--- src/rtl/ext_hazard_scoreboard_if.sv ---
// ID-stage hazard scoreboard bundle: issue request,
// source reads, and stall/bypass/writeback tag results.
interface ext_hazard_scoreboard_if #(
  parameter int AW      = 5,
  parameter int NRD     = 2,
  parameter int MAX_LAT = 4
);
  localparam int LAT_W = $clog2(MAX_LAT + 1);

  logic             issue_vld;
  logic             issue_we;
  logic [AW-1:0]    issue_dst;
  logic [LAT_W-1:0] issue_lat;
  logic             flush;
  logic [NRD-1:0]   rd_en;
  logic [NRD*AW-1:0] rd_addr;
  logic             stall;
  logic [NRD-1:0]   byp;
  logic             wb_vld;
  logic [AW-1:0]    wb_dst;
  logic             busy;
  logic             lat_err;

  modport master (
    output issue_vld, issue_we, issue_dst,
    output issue_lat, flush, rd_en, rd_addr,
    input  stall, byp, wb_vld, wb_dst,
    input  busy, lat_err
  );

  modport slave (
    input  issue_vld, issue_we, issue_dst,
    input  issue_lat, flush, rd_en, rd_addr,
    output stall, byp, wb_vld, wb_dst,
    output busy, lat_err
  );
endinterface

--- src/rtl/ext_hazard_scoreboard.sv ---
// Variable-latency hazard/bypass scoreboard for ID:
// a writeback-slot shift pipeline of in-flight results.
module ext_hazard_scoreboard #(
  parameter int AW      = 5,
  parameter int NRD     = 2,
  parameter int MAX_LAT = 4
) (
  input logic clk,
  input logic rst,
  ext_hazard_scoreboard_if.slave sb
);
  localparam int LAT_W = $clog2(MAX_LAT + 1);

  logic [MAX_LAT-1:0] slot_vld;
  logic [AW-1:0]      slot_dst [MAX_LAT];
  logic               lat_err_q;

  logic           dst_live;
  logic           legal_lat;
  logic           waw;
  logic           st_hit;
  logic           stall_w;
  logic           accept;
  logic           alloc;
  logic [NRD-1:0] raw;
  logic [NRD-1:0] hit0;

  // Slot k in [lo,hi] holds a live result for r (r0 never matches)
  function automatic logic in_slots(
    input logic [AW-1:0] r,
    input int            lo,
    input int            hi
  );
    in_slots = 1'b0;
    for (int k = lo; k <= hi; k++)
      if (slot_vld[k] && slot_dst[k] == r && r != '0)
        in_slots = 1'b1;
  endfunction

  always_comb begin
    dst_live  = sb.issue_we && (sb.issue_dst != '0);
    legal_lat = (sb.issue_lat != '0) &&
                (sb.issue_lat <= LAT_W'(MAX_LAT));
    waw = sb.issue_vld && sb.issue_we &&
          in_slots(sb.issue_dst, 1, MAX_LAT - 1);
    st_hit = 1'b0;
    for (int k = 0; k < MAX_LAT; k++)
      if (slot_vld[k] && sb.issue_lat == LAT_W'(k))
        st_hit = 1'b1;
    st_hit = st_hit && sb.issue_vld && dst_live;
    raw  = '0;
    hit0 = '0;
    for (int i = 0; i < NRD; i++) begin
      raw[i]  = sb.rd_en[i] &&
                in_slots(sb.rd_addr[i*AW +: AW], 1, MAX_LAT - 1);
      hit0[i] = sb.rd_en[i] &&
                in_slots(sb.rd_addr[i*AW +: AW], 0, 0);
    end
    stall_w = !sb.flush && sb.issue_vld &&
              ((|raw) || waw || st_hit);
    accept  = sb.issue_vld && !stall_w && !sb.flush;
    alloc   = accept && dst_live && legal_lat;
  end

  assign sb.stall   = stall_w;
  assign sb.byp     = hit0 & {NRD{!stall_w}};
  assign sb.wb_vld  = slot_vld[0];
  assign sb.wb_dst  = slot_dst[0];
  assign sb.busy    = |slot_vld;
  assign sb.lat_err = lat_err_q;

  always_ff @(posedge clk) begin
    if (rst) begin
      slot_vld  <= '0;
      lat_err_q <= 1'b0;
    end else begin
      for (int k = 0; k < MAX_LAT - 1; k++) begin
        slot_vld[k] <= slot_vld[k+1];
        slot_dst[k] <= slot_dst[k+1];
      end
      slot_vld[MAX_LAT-1] <= 1'b0;
      // New result overrides whatever shifted into its slot
      for (int k = 0; k < MAX_LAT; k++)
        if (alloc && sb.issue_lat == LAT_W'(k + 1)) begin
          slot_vld[k] <= 1'b1;
          slot_dst[k] <= sb.issue_dst;
        end
      if (accept && !legal_lat)
        lat_err_q <= 1'b1;
    end
  end
endmodule
--- src/flat_wrapper.sv ---
// flat-port wrapper written by rule: the top's interface ports become plain ports
module ext_hazard_scoreboard_flat 
#(
  parameter int AW      = 5,
  parameter int NRD     = 2,
  parameter int MAX_LAT = 4
)
  (clk, rst, sb_issue_vld, sb_issue_we, sb_issue_dst, sb_issue_lat, sb_flush, sb_rd_en, sb_rd_addr, sb_stall, sb_byp, sb_wb_vld, sb_wb_dst, sb_busy, sb_lat_err);
  ext_hazard_scoreboard_if #(.AW(AW), .NRD(NRD), .MAX_LAT(MAX_LAT)) sb_i ();
  input logic clk;
  input logic rst;
  input wire logic [$bits(sb_i.issue_vld)-1:0] sb_issue_vld;
  input wire logic [$bits(sb_i.issue_we)-1:0] sb_issue_we;
  input wire logic [$bits(sb_i.issue_dst)-1:0] sb_issue_dst;
  input wire logic [$bits(sb_i.issue_lat)-1:0] sb_issue_lat;
  input wire logic [$bits(sb_i.flush)-1:0] sb_flush;
  input wire logic [$bits(sb_i.rd_en)-1:0] sb_rd_en;
  input wire logic [$bits(sb_i.rd_addr)-1:0] sb_rd_addr;
  output wire logic [$bits(sb_i.stall)-1:0] sb_stall;
  output wire logic [$bits(sb_i.byp)-1:0] sb_byp;
  output wire logic [$bits(sb_i.wb_vld)-1:0] sb_wb_vld;
  output wire logic [$bits(sb_i.wb_dst)-1:0] sb_wb_dst;
  output wire logic [$bits(sb_i.busy)-1:0] sb_busy;
  output wire logic [$bits(sb_i.lat_err)-1:0] sb_lat_err;
  assign sb_i.issue_vld = sb_issue_vld;
  assign sb_i.issue_we = sb_issue_we;
  assign sb_i.issue_dst = sb_issue_dst;
  assign sb_i.issue_lat = sb_issue_lat;
  assign sb_i.flush = sb_flush;
  assign sb_i.rd_en = sb_rd_en;
  assign sb_i.rd_addr = sb_rd_addr;
  assign sb_stall = sb_i.stall;
  assign sb_byp = sb_i.byp;
  assign sb_wb_vld = sb_i.wb_vld;
  assign sb_wb_dst = sb_i.wb_dst;
  assign sb_busy = sb_i.busy;
  assign sb_lat_err = sb_i.lat_err;
  ext_hazard_scoreboard #(.AW(AW), .NRD(NRD), .MAX_LAT(MAX_LAT)) u_core (.clk(clk), .rst(rst), .sb(sb_i));
endmodule
--- config.mk ---
export PLATFORM = sky130hd
export DESIGN_NAME = ext_hazard_scoreboard_flat
export DESIGN_NICKNAME = d
export VERILOG_FILES = /design/src/rtl/ext_hazard_scoreboard_if.sv /design/src/rtl/ext_hazard_scoreboard.sv /design/src/flat_wrapper.sv
export SDC_FILE = /design/constraint.sdc
export NUM_CORES = 1
export LEC_CHECK = 0
export ABC_AREA = 1
export BUFFER_PORTS_ARGS = -buffer_cell sky130_fd_sc_hd__buf_2
export CORE_MARGIN = 2
export CORE_UTILIZATION = 24
export CTS_CLUSTER_SIZE = 14
export DETAILED_ROUTE_END_ITERATION = 6
export GPL_ROUTABILITY_DRIVEN = 0
export PLACE_DENSITY = 0.53
export SYNTH_ARGS = -nofsm -noshare
export SYNTH_HDL_FRONTEND = slang
export SYNTH_SLANG_ARGS = --single-unit
--- constraint.sdc ---
create_clock -name clk -period 1.96 [get_ports clk]
set_clock_uncertainty 0.15 [all_clocks]
set_input_delay 0.098 -clock clk [delete_from_list [all_inputs] [get_ports clk]]
set_output_delay 0.098 -clock clk [all_outputs]
set_load 0.05 [all_outputs]
==> Flow_metrics.wiki, run 1 <==
{| class="wikitable"
! Metric !! Value
|-
| Run status || complete, but fails checks
|-
| Violated checks || setup timing
|-
| Most frequent standard cell in the layout excluding fill and tap cells || sky130_fd_sc_hd__nand2_1
|-
| Number of distinct library cells after synthesis || 29
|-
| Power density of the placed cells || 424 nW/µm²
|-
| Detail-routed net length per standard cell || approximately 14 µm
|-
| Initial Utilization || 24.6%
|-
| Post-DRT Antenna Nets || 0
|-
| Worst path required time || approximately 1.7 ns
|-
| Met3 Resource Use GR || between 1.5 and 2%
|-
| Endpoint type of the worst setup path || output pin
|-
| Number of hold violations in the final report || 0
|-
| Maximum fanout along the worst path || 6
|-
| CTS tree || built
|-
| Clk pin slew, worst setup/hold paths || 0.08 ns
|-
| Floorplan row count || 34
|-
| Full die area || around 9700 µm²
|-
| Global routing usage summed across all routing layers || roughly 15%
|-
| Layout Nets || 440
|-
| Sum of overflow across all layers after global routing || 0
|-
| Area of the mapped netlist || around 2100 µm²
|-
| Height of the chip || ~98 µm
|-
| Root buffer cell || sky130_fd_sc_hd__clkbuf_8
|-
| Count of synthesis-stage warnings from yosys || 0
|-
| Time the final worst path needs with I/O delays and setup || roughly 2.2 ns
|-
| Critical Path AT || ~2.0 ns
|-
| Count of antenna diodes in the layout || 0
|-
| Routing layer with the top usage in global route || met2
|-
| Number of I/O port buffers || 35
|-
| Mapped Cells || between 300 and 400
|-
| Sequential-to-total area share from yosys stat || about a third
|-
| H-tree Lvls || 1
|-
| Total CTS buffers || 3
|-
| Final setup fails || 25
|-
| Wire length of the first global-routing pass || approximately 12 mm
|-
| Largest incremental delay on the critical path || between 0.5 and 0.6 ns
|-
| Number of fillers in the final layout || 971
|-
| Area overhead of the layout relative to synthesis || 33.6%
|-
| Total length of routed wires || slightly above 7 mm
|-
| Post-Place Setup Slack || -0.281 ns
|-
| Antenna violations before repair || 0
|-
| Total nets after synthesis || 365
|-
| First-iteration detailed-routing DRC count || 154
|-
| Overall via count from detail_route || ~2400
|-
| Met2 track demand over resource in global routing || about a quarter
|-
| Worst-Margin Slew || ~0.34 ns
|-
| Crit-path slowest cell || sky130_fd_sc_hd__edfxtp_1
|-
| Crit path launch type || flip-flop
|-
| Maximum frequency from static timing analysis || roughly 0.45 GHz
|-
| Top Ports || 36
|-
| Worst slew margin relative to its limit || about three quarters
|-
| Most common cell on crit path || sky130_fd_sc_hd__nand2_1
|-
| Count of max-cap constraint violations || 0
|-
| Number of flip-flops and latches in the synthesized netlist || 25
|-
| RSZ-0062 raised after global routing || true
|-
| Share of cells above drive strength 1 || between 20% and 30%
|-
| Max Transition Viols Final || 0
|-
| Total DRC errors in the routed layout || 0
|-
| Clock latency at the later pin of the worst-skew pair || 0.27 ns
|-
| Syn avg cell area || between 6 and 7 µm²
|-
| Drt via density || ~4.7
|-
| Total number of clock tree sinks || 25
|-
| Kind of critical path || flip-flop to output pin
|-
| GR met1 Demand/Resource || ~21%
|-
| Post-DP HPWL || ~5.9 mm
|-
| Smallest setup slack after layout || -0.282 ns
|-
| Cells traversed along the worst timing path || buf_4, nand2_1, nand2_1, nor2_2, nand3_1, nand3_1, nand2_1, nand2_2, inv_2, nand2_2, nand2_4, inv_4, nor3_4, buf_6
|-
| Vias in the first global route || about 2400
|-
| Peak ir drop on the vdd network || around 0.22 mV
|-
| Maximum number of pins on one net before global-route repair || 15
|-
| Pre-Repair DR Iteration Count || 5
|-
| Most frequent cells in the layout || 126 x sky130_fd_sc_hd__nand2_1, 41 x sky130_fd_sc_hd__nor2_1, 37 x sky130_fd_sc_hd__buf_4, 32 x sky130_fd_sc_hd__buf_2, 29 x sky130_fd_sc_hd__inv_1
|-
| Power consumption || ~1.2 mW
|-
| Worst hold-check path type || primary input to flip-flop
|-
| Fin crit share || 114%
|-
| Width of the die || between 90 and 100 µm
|-
| Flip-flop and latch area || 701 µm²
|-
| Buffers from clock root to sink, at most || 2
|-
| Leak pwr || about 1.5 nW
|-
| Core region area || slightly below 9000 µm²
|-
| Area occupied by multi-input gates || between 1000 and 1500 µm²
|}
-- metal layers --
layer	share of wire, %	vias up	wire length (µm)
li1	-	1223	-
met1	47	1111	3370
met2	47	88	3350
met3	5.2	8	372
met4	1.1	0	76
met5	0	-	0
-- logic make-up (layout without fill, tap and decap cells) --
family	Yosys count	in the layout	share of synthesized area [%]
adders and majority gates	2	2	1.17
buffers and inverters	52	126	10.3
xor gates and xnor gates	8	8	3.28
and+or+nand+nor	221	221	44.1
AOI/OAI and AO/OA	30	30	8.32
DFF	25	25	32.8
-- cells in the mapped netlist --
cell / n / area share [%]
sky130_fd_sc_hd__inv_1: 34 / 6.0
sky130_fd_sc_hd__xor2_1: 3 / 1.2
sky130_fd_sc_hd__ha_1: 2 / 1.2
sky130_fd_sc_hd__nor3_1: 2 / 0.47
sky130_fd_sc_hd__o21ai_2: 2 / 0.82
sky130_fd_sc_hd__nor2_4: 1 / 0.53
sky130_fd_sc_hd__a21oi_2: 1 / 0.41
sky130_fd_sc_hd__o2111a_1: 1 / 0.53
sky130_fd_sc_hd__nand2_2: 3 / 0.88
sky130_fd_sc_hd__buf_6: 2 / 1.1
sky130_fd_sc_hd__nand3_1: 32 / 7.5
sky130_fd_sc_hd__nor2_1: 44 / 7.7
sky130_fd_sc_hd__buf_2: 2 / 0.47
sky130_fd_sc_hd__nand4_2: 3 / 1.8
sky130_fd_sc_hd__a221oi_1: 2 / 0.82
sky130_fd_sc_hd__a21oi_1: 4 / 0.94
sky130_fd_sc_hd__nand3_2: 2 / 0.94
sky130_fd_sc_hd__nand2_1: 129 / 23
sky130_fd_sc_hd__xnor2_1: 5 / 2.1
sky130_fd_sc_hd__o22ai_1: 2 / 0.59
sky130_fd_sc_hd__o21ai_0: 8 / 1.9
sky130_fd_sc_hd__nor3_2: 1 / 0.47
sky130_fd_sc_hd__dfxtp_1: 5 / 4.7
sky130_fd_sc_hd__buf_4: 2 / 0.70
sky130_fd_sc_hd__edfxtp_1: 20 / 28
sky130_fd_sc_hd__o21ai_1: 10 / 2.3
sky130_fd_sc_hd__nor2_2: 1 / 0.29
sky130_fd_sc_hd__nand4_1: 3 / 0.88
sky130_fd_sc_hd__inv_2: 12 / 2.1
-- flip-flops by register name, summed over array words and instances (netlist names) --
name,cells
u_core.slot_dst,20
u_core.sb.lat_err,1
u_core.slot_vld,4
-- final cells by class --
type | instances | share of cell area (%)
tap | 108 | 4.74
inverter | 46 | 6.14
timing repair buffer | 76 | 18.2
clock inverter | 1 | 0.175
multi-input combinational | 261 | 44.7
clock buffer | 3 | 1.45
sequential | 25 | 24.6
-- worst paths after layout --
kind                                            start  slack, ns  depth (start not counted)                    end
worst max-delay path            u_core.slot_dst[2][4]      -0.28                         14              sb_byp[0]
worst min-delay path                              rst      0.004                          2     u_core.slot_vld[3]
worst max register to register  u_core.slot_dst[2][4]      -0.27                         14  u_core.slot_dst[3][3]
worst min register to register      u_core.sb.lat_err       0.31                          2      u_core.sb.lat_err
-- worst max-delay path, delay by kind of cell (launching register included) --
family,cells,cell delay [ns]
AND/OR/NAND/NOR,10,0.71
buffers and inverters,4,0.49
flip-flops,1,0.53
-- metrics by stage --
stage / cells / cell area [µm²] / util (%) / hold WS, ns / setup TNS [ns]
floorplan: 338 / 2150 / - / 0.0469 / -0.178
finish: 520 / 2850 / 32.9 / 0.00404 / -5.48
global route: 520 / 2850 / 32.9 / 0.0317 / -8.87
global placement: 508 / 2660 / 30.7 / 0.289 / -5.45
CTS: 516 / 2780 / 32.0 / 0.00879 / -5.49
detailed placement: 508 / 2660 / 30.7 / 0.278 / -5.55
-- power by group --
group / internal (mW) / switching [mW] / leakage [nW] / total, mW
logic: 0.109 / 0.191 / 1.25 / 0.300
registers: 0.588 / 0.0184 / 0.232 / 0.607
clock network: 0.142 / 0.161 / 0.0255 / 0.303
-- what timing repair did --
action / 4_1_cts / 5_1_grt
hold endpoints to repair: 0 / 0
setup endpoints to repair: 27 / 28
pin swaps: 10 / 11
resized for setup: 13 / 15
hold buffers: 0 / 0
buffers inserted: 4 / 4
Power figures use the tool's default switching activity.
==> inputs of run 2 (changes only) <==
--- a/config.mk
+++ b/config.mk
@@ -11,8 +11,8 @@
 export CORE_UTILIZATION = 24
 export CTS_CLUSTER_SIZE = 14
 export DETAILED_ROUTE_END_ITERATION = 6
-export GPL_ROUTABILITY_DRIVEN = 0
-export PLACE_DENSITY = 0.53
+export MAX_ROUTING_LAYER = met4
+export PLACE_DENSITY = 0.52
 export SYNTH_ARGS = -nofsm -noshare
 export SYNTH_HDL_FRONTEND = slang
 export SYNTH_SLANG_ARGS = --single-unit
==> constraint.sdc (replaced) <==
create_clock -name clk -period 2.1 [get_ports clk]
set_clock_uncertainty 0.15 [all_clocks]
set_input_delay 0.105 -clock clk [delete_from_list [all_inputs] [get_ports clk]]
set_output_delay 0.105 -clock clk [all_outputs]
set_load 0.05 [all_outputs]
==> Flow_metrics.wiki, run 2 (synthesis gave the netlist of run 1 again) <==
{| class="wikitable"
! Metric !! Value
|-
| Fin crit share || 111%
|-
| Overall via count from detail_route || 2472 (was 2430)
|-
| Maximum number of pins on one net before global-route repair || 16 (was 15)
|-
| Switching power || 0.371 mW (was 0.370 mW)
|-
| Core region area || 8680 µm² (unchanged)
|-
| Worst-Margin Slew || 0.403 ns (was 0.341 ns)
|-
| Width of the die || 98.3 µm (unchanged)
|-
| Power density of the placed cells || 391 nW/µm² (was 424 nW/µm²)
|-
| Critical Path AT || 2.08 ns (was 1.99 ns)
|-
| Post-place instance area || 2600 µm² (was 2660 µm²)
|-
| Most frequent cells in the layout || 124 x sky130_fd_sc_hd__nand2_1, 42 x sky130_fd_sc_hd__nor2_1, 39 x sky130_fd_sc_hd__buf_4, 32 x sky130_fd_sc_hd__nand3_1, 32 x sky130_fd_sc_hd__buf_2 (was 126 x sky130_fd_sc_hd__nand2_1, 41 x sky130_fd_sc_hd__nor2_1, 37 x sky130_fd_sc_hd__buf_4, 32 x sky130_fd_sc_hd__buf_2, 29 x sky130_fd_sc_hd__inv_1)
|-
| Area occupied by multi-input gates || 1300 µm² (was 1270 µm²)
|-
| RSZ-0062 raised after global routing || true (unchanged)
|-
| Sum of overflow across all layers after global routing || 0 (unchanged)
|-
| Share of power burned in combinational logic || 25.0% (was 24.8%)
|-
| Global routing usage summed across all routing layers || 16.6% (was 15.2%)
|-
| Worst path required time || 1.85 ns (was 1.71 ns)
|-
| Number of fillers in the final layout || 977 (was 971)
|-
| Final weighted congestion in routability-driven placement || 0.901
|-
| Kind of critical path || flip-flop to output pin (unchanged)
|-
| Most flop-heavy register || u_core.slot_dst (unchanged)
|-
| Pre-Repair DR Iteration Count || 4 (was 5)
|-
| Count of max-cap constraint violations || 0 (unchanged)
|-
| Sequential Power Share || 48.6% (was 50.2%)
|-
| Peak ir drop on the vdd network || 0.218 mV (was 0.225 mV)
|-
| Crit path launch type || flip-flop (unchanged)
|-
| Clock network fraction of total power || 26.3% (was 25.1%)
|-
| Final setup fails || 26 (was 25)
|-
| Full die area || 9670 µm² (unchanged)
|-
| Post-route cell area || 2970 µm² (was 2850 µm²)
|-
| Cell total after placement || 501 (was 508)
|-
| Core occupancy in the finished layout || 34.3% (was 32.9%)
|-
| Maximum fanout along the worst path || 6 (unchanged)
|-
| Root buffer cell || sky130_fd_sc_hd__clkbuf_8 (unchanged)
|-
| Power consumption || 1.16 mW (was 1.21 mW)
|-
| Time the final worst path needs with I/O delays and setup || 2.33 ns
|-
| Antenna violations before repair || 0 (unchanged)
|-
| Top Ports || 36 (unchanged)
|-
| Reg2reg path depth || 15 (was 14)
|-
| Max Transition Viols Final || 0 (unchanged)
|-
| Initial Utilization || 24.6% (unchanged)
|-
| Power Internal || 0.793 mW (was 0.839 mW)
|-
| Timing startpoint of the critical path || u_core.slot_dst[1][1] (was u_core.slot_dst[2][4])
|-
| First-iteration detailed-routing DRC count || 137 (was 154)
|-
| Post-DP HPWL || 5.89 mm (was 5.91 mm)
|-
| Leak pwr || 1.54 nW (was 1.51 nW)
|-
| Vias in the first global route || 2540 (was 2370)
|-
| Reg2reg start || u_core.slot_dst[2][4] (unchanged)
|-
| Flip-flop and latch area || 701 µm² (unchanged)
|-
| Endpoint type of the worst setup path || output pin (unchanged)
|-
| Area overhead of the layout relative to synthesis || 39.3% (was 33.6%)
|-
| Share of cells above drive strength 1 || 30.1% (was 29.9%)
|-
| Total negative slack for setup checks || -4.10 ns (was -5.48 ns)
|-
| Non-filler instance count after layout || 527 (was 520)
|-
| Clk pin slew, worst setup/hold paths || 0.09 ns (was 0.08 ns)
|-
| Maximum frequency from static timing analysis || 0.429 GHz
|-
| Count of antenna diodes in the layout || 0 (unchanged)
|-
| Buffers from clock root to sink, at most || 2 (unchanged)
|-
| Worst slew margin relative to its limit || 73.0% (was 77.0%)
|-
| Most frequent standard cell in the layout excluding fill and tap cells || sky130_fd_sc_hd__nand2_1 (unchanged)
|-
| Total length of routed wires || 7.57 mm (was 7.17 mm)
|-
| Total number of clock tree sinks || 25 (unchanged)
|-
| Post-DRT Antenna Nets || 0 (unchanged)
|-
| Total DRC errors in the routed layout || 0 (unchanged)
|-
| Floorplan row count || 34 (unchanged)
|-
| Drt via density || 4.69 (was 4.67)
|-
| Layout Nets || 447 (was 440)
|-
| H-tree Lvls || 1 (unchanged)
|-
| Number of hold violations in the final report || 0 (unchanged)
|-
| Clock latency at the later pin of the worst-skew pair || 0.28 ns (was 0.27 ns)
|-
| Worst hold path depth || 1 (was 2)
|-
| Wire length of the first global-routing pass || 12.5 mm (was 11.8 mm)
|-
| Post-Place Setup Slack || -0.0730 ns (was -0.281 ns)
|-
| CTS tree || built (unchanged)
|-
| Flip-flop count of the largest register, all copies and words added || 20 (unchanged)
|-
| Detail-routed net length per standard cell || 14.4 µm (was 13.8 µm)
|-
| Smallest setup slack after layout || -0.231 ns (was -0.282 ns)
|-
| Tightest hold margin || 0.0135 ns (was 0.00404 ns)
|-
| Height of the chip || 98.3 µm (unchanged)
|-
| Run status || complete, but fails checks (unchanged)
|-
| Violated checks || setup timing (unchanged)
|-
| Worst hold path startpoint || sb_issue_dst[2] (was rst)
|-
| Number of I/O port buffers || 35 (unchanged)
|-
| Total CTS buffers || 3 (unchanged)
|-
| Worst hold-check path type || primary input to flip-flop (unchanged)
|-
| Share of total power consumed by net switching || 31.9% (was 30.6%)
|}
[run 2: changes by cell type in the layout (fill, tap and decap cells not counted), sizes merged]
cell / delta
clkinv: -1
buf: +5
bufbuf: +1
dlygate4sd3: +1
clkinvlp: +1
[run 2: repair_timing]
item | 4_1_cts | 5_1_grt
hold buffers | 1 | 0
hold endpoints to repair | 2 | 0
setup endpoints to repair | 23 | 28
setup buffers | 8 | 13
pin swaps | 9 | 10
resized for setup | 15 | 22
gates cloned | 1 | 0
[run 2: power by group through the flow]
stage	Combinational (mW)	Clock [mW]	Sequential (mW)
global route	0.323	0.332	0.568
detailed placement	0.253	0	0.578
finish	0.291	0.306	0.566
global placement	0.255	0	0.578
floorplan	0.136	0	0.595
CTS	0.271	0.309	0.566
[run 2: critical path: stages (launching register included)]
cell and delay [ns]:
sky130_fd_sc_hd__edfxtp_1 0.52, sky130_fd_sc_hd__buf_6 0.17, sky130_fd_sc_hd__nand2_1 0.07, sky130_fd_sc_hd__o21ai_2 0.05, sky130_fd_sc_hd__nor2_1 0.12, sky130_fd_sc_hd__nand3_1 0.10
sky130_fd_sc_hd__nand2_1 0.10, sky130_fd_sc_hd__inv_2 0.05, sky130_fd_sc_hd__nand3_4 0.10, sky130_fd_sc_hd__nand2_4 0.06, sky130_fd_sc_hd__nand2_2 0.11, sky130_fd_sc_hd__nand2_4 0.07
sky130_fd_sc_hd__inv_4 0.08, sky130_fd_sc_hd__nor3_2 0.04, sky130_fd_sc_hd__buf_6 0.15
[run 2: path summary, 6_finish.rpt]
path,end,slack [ns]
worst max-delay path,sb_byp[0],-0.23
worst min-delay path,u_core.slot_dst[3][2],0.01
worst min register to register,u_core.sb.lat_err,0.31
worst max register to register,u_core.slot_dst[1][1],-0.21
[run 2: area by class of cell]
cell class,count,share of cell area (%)
Clock inverter,1,0.252
Clock buffer,3,1.39
Timing Repair Buffer,83,20.7
Multi-Input combinational cell,261,43.7
Inverter,46,5.89
Sequential cell,25,23.6
Tap cell,108,4.54
[run 2: routing by layer]
metal	part of all wire (%)	GRT usage (%)	routed length, µm	vias to the layer above
met5	0	-	0	-
met4	2.0	4.74	150	0
li1	-	-	-	1240
met3	4.1	1.86	310	17
met2	46	26.8	3500	78
met1	48	22.0	3610	1137
